## src/rtl/mc_pkg.sv

```systemverilog
// rtl/mc_pkg.sv - shared state encoding, ALU op codes and RV32 subset decode constants
package mc_pkg;

    typedef enum logic [3:0] {
        S_FETCH    = 4'd0,
        S_DECODE   = 4'd1,
        S_MEM_ADDR = 4'd2,
        S_MEM_RD   = 4'd3,
        S_MEM_WB   = 4'd4,
        S_MEM_WR   = 4'd5,
        S_EXEC_R   = 4'd6,
        S_EXEC_I   = 4'd7,
        S_ALU_WB   = 4'd8,
        S_BRANCH   = 4'd9,
        S_TRAP     = 4'd10
    } state_t;

    localparam logic [3:0] ALU_ADD = 4'b0010;
    localparam logic [3:0] ALU_AND = 4'b0000;
    localparam logic [3:0] ALU_OR  = 4'b0001;
    localparam logic [3:0] ALU_SLL = 4'b1000;
    localparam logic [3:0] ALU_NE  = 4'b0110;

    localparam logic [6:0] OP_LOAD   = 7'b0000011;
    localparam logic [6:0] OP_STORE  = 7'b0100011;
    localparam logic [6:0] OP_RTYPE  = 7'b0110011;
    localparam logic [6:0] OP_ITYPE  = 7'b0010011;
    localparam logic [6:0] OP_BRANCH = 7'b1100011;

    localparam logic [2:0] F3_MEM = 3'b000;
    localparam logic [2:0] F3_ADD = 3'b000;
    localparam logic [2:0] F3_AND = 3'b111;
    localparam logic [2:0] F3_SLL = 3'b001;
    localparam logic [2:0] F3_ORI = 3'b110;
    localparam logic [2:0] F3_BNE = 3'b001;

    localparam logic [1:0] SRC_A_PC    = 2'b00;
    localparam logic [1:0] SRC_A_OLDPC = 2'b01;
    localparam logic [1:0] SRC_A_RS1   = 2'b10;
    localparam logic [1:0] SRC_B_RS2   = 2'b00;
    localparam logic [1:0] SRC_B_FOUR  = 2'b01;
    localparam logic [1:0] SRC_B_IMM   = 2'b10;

    // Returns S_TRAP for anything outside the supported subset; the caller decides what illegal means.
    function automatic state_t decode_next(input logic [6:0] opcode,
                                           input logic [2:0] funct3,
                                           input logic [6:0] funct7);
        state_t nxt;
        nxt = S_TRAP;
        case (opcode)
            OP_LOAD, OP_STORE: if (funct3 == F3_MEM) nxt = S_MEM_ADDR;
            OP_RTYPE: if (funct7 == 7'd0 &&
                          (funct3 == F3_ADD || funct3 == F3_AND || funct3 == F3_SLL))
                          nxt = S_EXEC_R;
            OP_ITYPE:  if (funct3 == F3_ORI) nxt = S_EXEC_I;
            OP_BRANCH: if (funct3 == F3_BNE) nxt = S_BRANCH;
            default: ;
        endcase
        return nxt;
    endfunction

endpackage

```

## src/rtl/mc_alu_decode.sv

```systemverilog
// rtl/mc_alu_decode.sv - maps current state and funct fields to the ALU operation code
module mc_alu_decode
    import mc_pkg::*;
(
    input  state_t      state,
    input  logic [2:0]  funct3,
    input  logic [6:0]  funct7,
    output logic [3:0]  alu_control
);

    always_comb begin
        alu_control = ALU_ADD;
        case (state)
            S_EXEC_R: begin
                if (funct7 == 7'd0) begin
                    case (funct3)
                        F3_AND:  alu_control = ALU_AND;
                        F3_SLL:  alu_control = ALU_SLL;
                        default: alu_control = ALU_ADD;
                    endcase
                end
            end
            S_EXEC_I: alu_control = ALU_OR;
            S_BRANCH: alu_control = ALU_NE;
            default:  alu_control = ALU_ADD;
        endcase
    end

endmodule

```

## src/rtl/multicycle_control.sv

```systemverilog
// rtl/multicycle_control.sv - multi-cycle control FSM with memory wait counter
// Optional feature: MC_ILLEGAL_TRAP_EN sends illegal instructions to a TRAP state held until reset.
module multicycle_control
    import mc_pkg::*;
#(
    parameter int WAIT_LIMIT = 0
) (
    input  logic       clk,
    input  logic       reset,
    input  logic [6:0] opcode,
    input  logic [2:0] funct3,
    input  logic [6:0] funct7,
    input  logic       zero,
    input  logic       mem_ready,
    output logic [3:0] alu_control,
    output logic [1:0] alu_src_a,
    output logic [1:0] alu_src_b,
    output logic       iord,
    output logic       mem_read,
    output logic       mem_write,
    output logic       ir_write,
    output logic       pc_write,
    output logic       pc_src,
    output logic       reg_write,
    output logic       mem_to_reg,
    output logic       instr_retired,
    output logic       mem_timeout,
    output logic [3:0] state_dbg
);

    localparam int          CW       = (WAIT_LIMIT > 1) ? $clog2(WAIT_LIMIT + 1) : 1;
    localparam logic [CW-1:0] LIMIT  = CW'(WAIT_LIMIT);
    localparam logic        LIMIT_EN = (WAIT_LIMIT > 0);

`ifdef MC_ILLEGAL_TRAP_EN
    localparam state_t ILLEGAL_NEXT    = S_TRAP;
    localparam logic   ILLEGAL_RETIRES = 1'b0;
`else
    localparam state_t ILLEGAL_NEXT    = S_FETCH;
    localparam logic   ILLEGAL_RETIRES = 1'b1;
`endif

    state_t          state;
    state_t          next_state;
    state_t          decoded;
    logic [CW-1:0]   wait_cnt;
    logic            is_mem;
    logic            timeout;
    logic            illegal;
    logic [3:0]      dec_alu;

    assign decoded   = decode_next(opcode, funct3, funct7);
    assign illegal   = (decoded == S_TRAP);
    assign is_mem    = (state == S_FETCH) || (state == S_MEM_RD) || (state == S_MEM_WR);
    assign timeout   = LIMIT_EN && is_mem && !mem_ready && (wait_cnt == LIMIT);
    assign state_dbg = state;

    mc_alu_decode u_alu_decode (
        .state       (state),
        .funct3      (funct3),
        .funct7      (funct7),
        .alu_control (dec_alu)
    );

    assign alu_control = reset ? ALU_ADD : dec_alu;
    assign mem_timeout = timeout && !reset;

    always_comb begin
        next_state = S_FETCH;
        case (state)
            S_FETCH:    next_state = timeout ? S_FETCH : (mem_ready ? S_DECODE : S_FETCH);
            S_DECODE:   next_state = illegal ? ILLEGAL_NEXT : decoded;
            S_MEM_ADDR: next_state = (opcode == OP_STORE) ? S_MEM_WR : S_MEM_RD;
            S_MEM_RD:   next_state = timeout ? S_FETCH : (mem_ready ? S_MEM_WB : S_MEM_RD);
            S_MEM_WB:   next_state = S_FETCH;
            S_MEM_WR:   next_state = (timeout || mem_ready) ? S_FETCH : S_MEM_WR;
            S_EXEC_R:   next_state = S_ALU_WB;
            S_EXEC_I:   next_state = S_ALU_WB;
            S_ALU_WB:   next_state = S_FETCH;
            S_BRANCH:   next_state = S_FETCH;
            S_TRAP:     next_state = S_TRAP;
            default:    next_state = S_FETCH;
        endcase
    end

    // Strobes follow the state directly so the datapath sees them in the same cycle; reset masks all.
    always_comb begin
        alu_src_a     = SRC_A_PC;
        alu_src_b     = SRC_B_RS2;
        iord          = 1'b0;
        mem_read      = 1'b0;
        mem_write     = 1'b0;
        ir_write      = 1'b0;
        pc_write      = 1'b0;
        pc_src        = 1'b0;
        reg_write     = 1'b0;
        mem_to_reg    = 1'b0;
        instr_retired = 1'b0;
        if (!reset) begin
            case (state)
                S_FETCH: begin
                    alu_src_b = SRC_B_FOUR;
                    mem_read  = !timeout;
                    ir_write  = mem_ready;
                    pc_write  = mem_ready;
                end
                S_DECODE: begin
                    alu_src_a     = SRC_A_OLDPC;
                    alu_src_b     = SRC_B_IMM;
                    instr_retired = illegal && ILLEGAL_RETIRES;
                end
                S_MEM_ADDR: begin
                    alu_src_a = SRC_A_RS1;
                    alu_src_b = SRC_B_IMM;
                end
                S_MEM_RD: begin
                    iord     = 1'b1;
                    mem_read = !timeout;
                end
                S_MEM_WB: begin
                    reg_write     = 1'b1;
                    mem_to_reg    = 1'b1;
                    instr_retired = 1'b1;
                end
                S_MEM_WR: begin
                    iord          = 1'b1;
                    mem_write     = !timeout;
                    instr_retired = mem_ready;
                end
                S_EXEC_R: begin
                    alu_src_a = SRC_A_RS1;
                    alu_src_b = SRC_B_RS2;
                end
                S_EXEC_I: begin
                    alu_src_a = SRC_A_RS1;
                    alu_src_b = SRC_B_IMM;
                end
                S_ALU_WB: begin
                    reg_write     = 1'b1;
                    instr_retired = 1'b1;
                end
                S_BRANCH: begin
                    alu_src_a     = SRC_A_RS1;
                    alu_src_b     = SRC_B_RS2;
                    pc_write      = !zero;
                    pc_src        = !zero;
                    instr_retired = 1'b1;
                end
                default: ;
            endcase
        end
    end

    // The counter restarts whenever a memory state is (re)entered, including FETCH retrying itself.
    always_ff @(posedge clk) begin
        if (reset) begin
            state    <= S_FETCH;
            wait_cnt <= '0;
        end else begin
            state <= next_state;
            if (next_state != state || timeout)
                wait_cnt <= '0;
            else if (is_mem && !mem_ready)
                wait_cnt <= wait_cnt + 1'b1;
        end
    end

endmodule

```

## config.mk

```make
export PLATFORM = sky130hd
export DESIGN_NAME = multicycle_control
export DESIGN_NICKNAME = d
export VERILOG_FILES = /design/src/rtl/mc_pkg.sv /design/src/rtl/mc_alu_decode.sv /design/src/rtl/multicycle_control.sv
export SDC_FILE = /design/constraint.sdc
export NUM_CORES = 1
export LEC_CHECK = 0
export CORE_MARGIN = 5
export CORE_UTILIZATION = 40
export CTS_BUF_LIST = sky130_fd_sc_hd__clkbuf_16
export CTS_CLUSTER_DIAMETER = 30
export CTS_CLUSTER_SIZE = 20
export DETAILED_ROUTE_END_ITERATION = 12
export PLACE_DENSITY = 0.85
export SLEW_MARGIN = 20
export SYNTH_ARGS = -nofsm -noshare
export SYNTH_HDL_FRONTEND = slang
export SYNTH_SLANG_ARGS = --single-unit
export TNS_END_PERCENT = 100
```

## constraint.sdc

```tcl
create_clock -name clk -period 7.2 [get_ports clk]
set_input_delay 2.16 -clock clk [delete_from_list [all_inputs] [get_ports clk]]
set_output_delay 2.16 -clock clk [all_outputs]
set_load 0.01 [all_outputs]
```

==> reports/metrics.csv <==
metric,value,unit
Worst-Skew Late Latency,0.22,ns
vias in the first global route,823,
global-route wire length before repair,3580,um
Initial Utilization,42.2,%
CTS buffer count,3,
fin crit share,88.1,%
Post-Synthesis Cells,96,
worst-path fanout max,3,
Post-Place Cells,155,
IO buf count,41,
post-CTS sizing,0,
fin nets,156,
P&R area growth vs syn,61.1,%
Clock Path Buffers,2,
first-pass iteration count of the detailed router,4,
Worst-Margin Slew,0.551,ns
GPL Wtd Cong,0.912,
DPL Wire Length,1770,um
TNS Setup,0,ns
share of cells above drive strength 1,9.77,%
Yosys reg bits,4,
CTS tree,yes,
Core Region,1730,um^2
die area,2780,um^2
"most common cell after layout, fill and taps aside",clkdlybuf4s50_1,
Max H-tree Level,1,
Syn Area/Cell,7.60,um^2
PwrDens,122,nW/um^2
Overall Global Routing Usage,17.2,%
final setup margin,0.855,ns
Crit Path Class,input pin to output pin,
CTS sink count,4,
Synth cell types,51,
post-synthesis instance area,729,um^2
vias post-DR,887,
max_slew headroom,63.2,%
R2R depth,4,
Max Transition Viols Final,0,
Die Span Y,52.7,um
die width,52.7,um
Final Hold Fails,0,
num rows,15,
crit path DAT,4.19,ns
drt initial violations,6,
diode count,0,
Leak,0.372,nW
maximum clock rate,158,MHz
Largest register FFs,4,
Syn Nets,117,
pre-CTS setup slack,0.848,ns
register area share after synthesis,11.0,%
hold_buf cts,0,
synth warn,0,
critical path capture point type,output pin,
most frequent cells in the layout,"41 x clkdlybuf4s50_1, 10 x nor2_1, 7 x nand2_1",
CTS Root Cell,clkbuf_16,
WL final,2200,um
largest net degree at the start of global routing,17,
Routed WL per cell,13.9,um
worst hold path depth,2,
DRC viols,0,
Detail Route Antenna Nets,0,
Tmin final,6.35,ns
worst hold margin,0.758,ns
Layout Skew,0.00106,ns
Worst-path clk slew,0.03,ns
final non-filler cell total,158,
status,completed,
# Post-CTS Setup Buffers,0,
I/O pin cnt,43,
Critical Path Start Type,input pin,
vias per inst,5.61,
antenna violations before repair,0,
Worst VDD drop,0.0876,mV
PnR Total Power,0.143,mW
Max-cap violations,0,
WP data required,5.04,ns
RSZ-0062 raised after global routing,no,
GRT Residual Overflow,0,
final-report setup violation count,0,
Hold Crit Class,register to register,
-- critical path, cell delays in order --
cell	delay [ns]
clkdlybuf4s50_1	0.40
or4_4	0.56
a211oi_2	0.24
o211ai_1	0.13
a31o_1	0.23
clkdlybuf4s50_1	0.48
-- layout make-up --
| type | count | area [um^2] |
|---|---|---|
| Tap cell | 25 | 31.3 |
| Sequential cell | 4 | 80.1 |
| Multi-Input combinational cell | 82 | 567 |
| Clock buffer | 3 | 75.1 |
| Fill cell | 160 | 552 |
| Timing Repair Buffer | 41 | 410 |
| Inverter | 3 | 11.3 |
-- synthesized netlist by cell type, drive strengths merged --
master / n / share of area (%)
nor2b: 1 / 0.86
nand4bb: 1 / 1.5
a211oi: 2 / 2.7
nand2b: 5 / 5.3
a21oi: 4 / 2.7
nand3b: 1 / 1.0
nor2: 10 / 5.1
nor4bb: 1 / 1.4
dfxtp: 4 / 11
nor3: 4 / 4.3
o311a: 1 / 1.4
o311ai: 1 / 1.2
inv: 3 / 1.5
nand4b: 3 / 3.6
and4bb: 1 / 1.7
and4b: 1 / 1.4
a31o: 2 / 2.4
nor3b: 1 / 1.0
o211ai: 1 / 1.0
nand2: 7 / 3.6
or4: 2 / 2.6
a21o: 1 / 1.0
a22oi: 1 / 1.0
a2bb2oi: 1 / 1.2
nand3: 6 / 4.1
xnor2: 2 / 2.4
and2: 2 / 1.7
conb: 1 / 0.51
nand4: 1 / 0.86
a31oi: 1 / 0.86
o2111ai: 1 / 1.2
or3: 3 / 3.3
buf: 6 / 7.9
a2111oi: 2 / 3.3
or2: 3 / 2.9
xor2: 1 / 1.2
a2bb2o: 1 / 1.5
clkbuf: 1 / 1.9
nor4: 4 / 4.3
o21ai: 2 / 1.4
-- stage by stage --
step | utilization [%] | cell area [um^2]
after floorplan | - | 729
after CTS | 68.0 | 1170
final | 68.0 | 1170
after detailed placement | 63.7 | 1100
after global routing | 68.0 | 1170
after global placement | 63.7 | 1100
-- cell families after synthesis --
family	after synthesis	synth area share (%)
and+or+nand+nor	57	50.6
buffers and inverters	10	11.3
other	1	0.514
xor gates and xnor gates	3	3.60
DFF	4	11.0
AOI/OAI and AO/OA	21	23.0
-- report_power, final --
group          switching, mW  total (mW)  internal, mW
logic                 0.0138      0.0333        0.0195
registers            0.00131      0.0240        0.0227
clock network         0.0151      0.0860        0.0709
-- metal layers --
layer | up-vias | track usage [%] | share of wire, % | wire, um
met5 | - | 0 | 0 | 0
met4 | 0 | 5.11 | 0.54 | 12
met3 | 2 | 5.70 | 8.5 | 187
met2 | 42 | 30.0 | 50 | 1110
met1 | 406 | 19.6 | 41 | 899
li1 | 437 | - | - | -
-- final timing paths --
check	startpoint	endpoint	slack (ns)
min	state_dbg[1]$_SDFF_PP0_	state_dbg[2]$_SDFF_PP0_	0.76
max	funct7[2]	instr_retired	0.85
min reg2reg	state_dbg[1]$_SDFF_PP0_	state_dbg[2]$_SDFF_PP0_	0.76
max reg2reg	state_dbg[0]$_SDFF_PP0_	state_dbg[3]$_SDFF_PP0_	5.57
Power figures use the tool's default switching activity.
